File: config.mk
export PLATFORM = sky130hd
export DESIGN_NAME = hilo_unit
export DESIGN_NICKNAME = d
export VERILOG_FILES = /design/src/rtl/hilo_unit.sv
export SDC_FILE = /design/constraint.sdc
export NUM_CORES = 2
export LEC_CHECK = 0
export ABC_AREA = 0
export BUFFER_PORTS_ARGS = -buffer_cell sky130_fd_sc_hd__buf_2
export CAP_MARGIN = 20
export CORE_MARGIN = 3
export CORE_UTILIZATION = 60
export CTS_CLUSTER_SIZE = 16
export DETAILED_ROUTE_END_ITERATION = 16
export HOLD_SLACK_MARGIN = 0.02
export PLACE_DENSITY = 0.73
export SETUP_SLACK_MARGIN = 0.05
export SKIP_CTS_REPAIR_TIMING = 1
export SLEW_MARGIN = 0
export SYNTH_ARGS = -nofsm -noshare
export SYNTH_HDL_FRONTEND = slang
export SYNTH_SLANG_ARGS = --single-unit
File: constraint.sdc
create_clock -name clk -period 30.1 [get_ports clk]
set_clock_uncertainty 0.1 [all_clocks]
set_input_delay 6.02 -clock clk [delete_from_list [all_inputs] [get_ports clk]]
set_output_delay 6.02 -clock clk [all_outputs]
set_load 0.05 [all_outputs]
File: src/rtl/hilo_unit.sv
// hilo_unit
// HI/LO register file for the EX stage of the toy CPU.
// MTHI/MTLO, multiply and multiply-accumulate results commit in one cycle.
// Divides run through a restoring divider that produces one quotient bit
// per cycle, for WIDTH cycles in total.
//
// Ports:
//   clk, rst          clock and synchronous active-high reset
//   op_valid_i, op_i  operation strobe and 4-bit opcode
//   a_i, b_i          operands (dividend / divisor for divides)
//   cancel_i          flush: aborts a running divide, drops the presented op
//   hi_o, lo_o        HI and LO registers
//   busy_o            divider running; the producer must hold its op
//   done_o            one-cycle pulse after a divide commits
module hilo_unit #(
  parameter int WIDTH = 32
) (
  input  logic             clk,
  input  logic             rst,
  input  logic             op_valid_i,
  input  logic [3:0]       op_i,
  input  logic [WIDTH-1:0] a_i,
  input  logic [WIDTH-1:0] b_i,
  input  logic             cancel_i,
  output logic [WIDTH-1:0] hi_o,
  output logic [WIDTH-1:0] lo_o,
  output logic             busy_o,
  output logic             done_o
);

  localparam int CW = (WIDTH > 2) ? $clog2(WIDTH) : 1;

  localparam logic [3:0] OP_MTHI  = 4'd1;
  localparam logic [3:0] OP_MTLO  = 4'd2;
  localparam logic [3:0] OP_MULT  = 4'd3;
  localparam logic [3:0] OP_MULTU = 4'd4;
  localparam logic [3:0] OP_MADD  = 4'd5;
  localparam logic [3:0] OP_MADDU = 4'd6;
  localparam logic [3:0] OP_MSUB  = 4'd7;
  localparam logic [3:0] OP_MSUBU = 4'd8;
  localparam logic [3:0] OP_DIV   = 4'd9;
  localparam logic [3:0] OP_DIVU  = 4'd10;

  typedef enum logic {
    S_IDLE = 1'b0,
    S_DIV  = 1'b1
  } state_t;

  state_t             r_state;
  logic [CW-1:0]      r_cnt;
  logic [WIDTH-1:0]   r_hi;
  logic [WIDTH-1:0]   r_lo;
  logic               r_done;
  logic [WIDTH-1:0]   r_rem;
  logic [WIDTH-1:0]   r_quo;
  logic [WIDTH-1:0]   r_dvs;
  logic               r_negQ;
  logic               r_negR;

  logic               w_accept;
  logic               w_isSigned;
  logic [2*WIDTH-1:0] w_extA;
  logic [2*WIDTH-1:0] w_extB;
  logic [2*WIDTH-1:0] w_prod;
  logic [2*WIDTH-1:0] w_acc;
  logic [WIDTH-1:0]   w_absA;
  logic [WIDTH-1:0]   w_absB;
  logic [WIDTH:0]     w_trial;
  logic               w_fits;
  logic [WIDTH-1:0]   w_remNext;
  logic [WIDTH-1:0]   w_quoNext;
  logic [WIDTH-1:0]   w_quoFinal;
  logic [WIDTH-1:0]   w_remFinal;
  logic               w_lastIter;

  assign w_accept = op_valid_i & (r_state == S_IDLE) & ~cancel_i;

  assign w_isSigned = (op_i == OP_MULT) | (op_i == OP_MADD) |
                      (op_i == OP_MSUB) | (op_i == OP_DIV);

  // Extending both operands to 2*WIDTH and multiplying modulo 2^(2*WIDTH)
  // gives the exact two's-complement product for signed ops.
  assign w_extA = w_isSigned ? {{WIDTH{a_i[WIDTH-1]}}, a_i} : {{WIDTH{1'b0}}, a_i};
  assign w_extB = w_isSigned ? {{WIDTH{b_i[WIDTH-1]}}, b_i} : {{WIDTH{1'b0}}, b_i};
  assign w_prod = w_extA * w_extB;
  assign w_acc  = {r_hi, r_lo};

  // Magnitudes are WIDTH bits wide.
  // The most-negative value maps to 2^(WIDTH-1), which is still correct
  // when the value is read as unsigned.
  assign w_absA = (w_isSigned && a_i[WIDTH-1]) ? (-a_i) : a_i;
  assign w_absB = (w_isSigned && b_i[WIDTH-1]) ? (-b_i) : b_i;

  // Restoring step: the dividend shifts out of r_quo, MSB first.
  // Quotient bits shift into r_quo from the bottom.
  assign w_trial   = {r_rem, r_quo[WIDTH-1]} - {1'b0, r_dvs};
  assign w_fits    = ~w_trial[WIDTH];
  assign w_remNext = w_fits ? w_trial[WIDTH-1:0] : {r_rem[WIDTH-2:0], r_quo[WIDTH-1]};
  assign w_quoNext = {r_quo[WIDTH-2:0], w_fits};

  assign w_quoFinal = r_negQ ? (-w_quoNext) : w_quoNext;
  assign w_remFinal = r_negR ? (-w_remNext) : w_remNext;
  assign w_lastIter = (r_cnt == CW'(WIDTH - 1));

  // Main state register.
  // In IDLE it commits single-cycle ops or launches a divide.
  // In DIV it runs one restoring iteration per cycle and commits on the
  // last one, unless cancel_i aborts the divide first.
  always_ff @(posedge clk) begin
    if (rst) begin
      r_state <= S_IDLE;
      r_cnt   <= '0;
      r_hi    <= '0;
      r_lo    <= '0;
      r_done  <= 1'b0;
      r_rem   <= '0;
      r_quo   <= '0;
      r_dvs   <= '0;
      r_negQ  <= 1'b0;
      r_negR  <= 1'b0;
    end else begin
      r_done <= 1'b0;
      case (r_state)
        S_IDLE: begin
          if (w_accept) begin
            case (op_i)
              OP_MTHI: r_hi <= a_i;
              OP_MTLO: r_lo <= a_i;
              OP_MULT, OP_MULTU: {r_hi, r_lo} <= w_prod;
              OP_MADD, OP_MADDU: {r_hi, r_lo} <= w_acc + w_prod;
              OP_MSUB, OP_MSUBU: {r_hi, r_lo} <= w_acc - w_prod;
              OP_DIV, OP_DIVU: begin
                if (b_i == '0) begin
                  r_hi <= a_i;
                  r_lo <= '1;
                end else begin
                  r_rem   <= '0;
                  r_quo   <= w_absA;
                  r_dvs   <= w_absB;
                  r_negQ  <= w_isSigned & (a_i[WIDTH-1] ^ b_i[WIDTH-1]);
                  r_negR  <= w_isSigned & a_i[WIDTH-1];
                  r_cnt   <= '0;
                  r_state <= S_DIV;
                end
              end
              default: ;
            endcase
          end
        end
        S_DIV: begin
          if (cancel_i) begin
            r_state <= S_IDLE;
            r_cnt   <= '0;
          end else begin
            r_rem <= w_remNext;
            r_quo <= w_quoNext;
            if (w_lastIter) begin
              r_hi    <= w_remFinal;
              r_lo    <= w_quoFinal;
              r_done  <= 1'b1;
              r_state <= S_IDLE;
              r_cnt   <= '0;
            end else begin
              r_cnt <= r_cnt + 1'b1;
            end
          end
        end
        default: r_state <= S_IDLE;
      endcase
    end
  end

  assign hi_o   = r_hi;
  assign lo_o   = r_lo;
  assign busy_o = (r_state == S_DIV);
  assign done_o = r_done;

endmodule

==> run_results.csv <==
group,metric,value,unit
logic_synthesis,synth.top_cells.by_area,"fa_1 (42%), inv_1 (9.8%), ha_1 (8.8%), nand2_1 (5.5%), dfxtp_1 (5.0%)",
logic_synthesis,synth.avg_cell_area,8.35,µm²
logic_synthesis,yosys_register_bits,169,
drt,dr_wl_met2,101,mm
logic_synthesis,seq_area_frac_synth,0.0499,
place,finalWeightedCongestion,1.04,
clock_network,clkTransAtPathRegs,0.09,ns
layout,drive_above_1_share,0.0450,
setup_path,r2r-start,"r_quo[31]$_SDFFE_PP0P_",
logic_synthesis,synth-edff-count,0,
sta,tns,0,ns
global_route,grt_max_degree,89,
global_route,grt_pass1_wl,363,mm
place,port_buffers,137,
setup_path,crit_path_start,"op_i[2]",
drt,first_pass_iters,6,
drt,via_per_inst,6.09,
logic_synthesis,synth.most_common_cell,"inv_1",
setup_path,crit_fanout,27,
die,coreArea,111000,µm²
setup_path,crit_slowest_cell,"fa_1",
layout,nNetsFinal,9885,
setup_path,endpoint_kind,"register",
layout,area_delta_synth_final,3.36,%
die,die-area,117000,µm²
min_path,hold_class,"reg2reg",
sta,drv_slew,0,
sta,finalHoldViolations,0,
setup_path,regToRegSetupSlack,24.13,ns
clock_network,clkSinkCount,169,
sta,rsz0062_at_grt,"no",
logic_synthesis,yosysWarnings,0,
logic_synthesis,synth_top_area_frac,0.421,
logic_synthesis,synthArstFlopShare,0,
global_route,grtUsageTotal,0.413,
die,num_rows,122,
job,cap_violations,0,
clock_network,cts_max_path_buffers,2,
setup_path,rr_worst_depth,21,
setup_path,worstReg2RegEnd,"lo_o[26]$_SDFFE_PP0P_",
setup_path,critical_path_class,"in2reg",
layout,final_core_util,0.628,
clock_network,cts_buffers,17,
logic_synthesis,netlist_area,67800,µm²
logic_synthesis,syn-num-nets,10083,
sta,worstMarginPinSlew,1.12,ns
clock_network,clockRootBuffer,"clkbuf_16",
global_route,grt_antenna_before_repair,11,
clock_network,h-tree-depth,4,
global_route,grt-ovfl-total,0,
die,ioPinCount,138,
drt,topRoutingLayerUsed,"met5",
setup_path,crit_end,"hi_o[31]$_SDFFE_PP0P_",
sta,fin_crit,19.77,ns
setup_path,critPathMaxStageDelay,0.97,ns
sta,max-slew-margin-rel,0.255,
drt,ant_nets,0,
place,post_dp_cell_area,69400,µm²
die,die_w,342,µm
drt,num_vias,57371,
global_route,grt_pass1_vias,59302,
drt,drcViolationCount,0,
logic_synthesis,synth_area_leader_cell,"fa_1",
sta,max_freq,50.6,MHz
setup_path,required,30.35,ns
logic_synthesis,ys_types,100,
setup_path,cp.arrival,20.02,ns
clock_network,cts_tree,"yes",
setup_path,crit_top_cell,"fa_1",
layout,fillers,9874,
drt,routed-wl-met3,31.5,mm
logic_synthesis,synthCells,8112,
drt,wl,238,mm
drt,drtIter0Drc,5719,
layout,finalInstanceArea,70000,µm²
die,start_util,0.608,
logic_synthesis,yosys_most_used_dff,"dfxtp_1",
drt,wl_met1,93.1,mm
sta,fin_crit_sh,0.657,
run_status,status,"complete, no violations",
logic_synthesis,yosys-top-cells-count,"inv_1 (1773), fa_1 (1425), nand2_1 (990), ha_1 (474), nor2_1 (435)",
drt,wl_per_cell,25.2,µm
place,hpwl,189,mm
clock_network,worstSkewPairLatency,0.48,ns
die,die_y,342,µm
sta,setup_viol,0,
setup_path,setup.worst_path.start_class,"input port",
==> flip-flops by register name, summed over array words and instances (netlist names) <==
name and flops:
r_negR 1, lo_o 32, r_quo 32, r_dvs 32
r_negQ 1, r_rem 32, r_cnt 5, done_o 1
hi_o 32, busy_o 1
==> final cells by class <==
cell class              instances  area, µm²  area share
diodes                          5       12.5    0.000179
multi-input cells            5703      56000       0.799
repair buffers                246       1510      0.0216
clock buffers                  19        464     0.00663
clock inverters                13        145     0.00207
well taps                    1488       1860      0.0266
inverters                    1777       6670      0.0952
flip-flops and latches        169       3390      0.0484
==> worst max-delay path, delay by kind of cell <==
kind            cells  cell delay, ns
compound gates     12            3.16
xor+xnor            2            0.63
fa+ha+maj          12            6.56
buf+inv             7            1.07
simple gates       11            2.55
==> per-stage QoR <==
stage,cells,setup slack [ns],hold WS [ns]
after global routing,9417,9.84,0.388
after global placement,9382,10.35,0.341
after detailed placement,9383,10.10,0.351
final,9420,10.33,0.359
after floorplan,8112,12.17,0.332
after CTS,9415,10.57,0.361
==> cells by family after synthesis <==
kind of cell | Yosys count | share of synthesized area
buffers and inverters | 2240 | 0.125
and+or+nand+nor | 2185 | 0.148
adders and majority gates | 1902 | 0.509
AOI/OAI and AO/OA | 1290 | 0.126
xor gates and xnor gates | 296 | 0.0383
DFF | 169 | 0.0499
muxes | 30 | 0.00443
==> worst min path at each step <==
stage | start | cells after the start | slack [ns] | end
3_3_place_gp | r_dvs[30]$_SDFFE_PP0P_ | 2 | 0.34 | r_dvs[30]$_SDFFE_PP0P_
2_1_floorplan | r_dvs[22]$_SDFFE_PP0P_ | 2 | 0.33 | r_dvs[22]$_SDFFE_PP0P_
4_1_cts | r_dvs[30]$_SDFFE_PP0P_ | 2 | 0.36 | r_dvs[30]$_SDFFE_PP0P_
6_report | r_dvs[30]$_SDFFE_PP0P_ | 2 | 0.36 | r_dvs[30]$_SDFFE_PP0P_
5_1_grt | r_dvs[31]$_SDFFE_PP0P_ | 2 | 0.39 | r_dvs[31]$_SDFFE_PP0P_
3_5_place_dp | r_dvs[30]$_SDFFE_PP0P_ | 2 | 0.35 | r_dvs[30]$_SDFFE_PP0P_
==> routing by layer <==
layer	track usage	vias up
met4	0.182	4
met3	0.114	566
met2	0.615	3446
met5	0	-
met1	0.567	28650
li1	-	24705
==> cell usage in the layout, fill, tap and decap left out, drive strengths merged, types with 30 or more instances in the layout <==
cell type,n
xnor2,196
ha,474
or3,46
a221oi,45
o21bai,53
nand2b,36
fa,1425
o21ai,200
a31oi,58
dfxtp,169
xor2,100
a21oi,423
a211oi,75
and3,44
nor3,108
and2,336
o221ai,36
buf,246
nand3,55
nand2,990
inv,1782
o31ai,40
mux2i,30
nor2,437
a21o,88
Power is not shown: default switching activity piles up to over one toggle a cycle in this logic, so the estimate is an artifact.
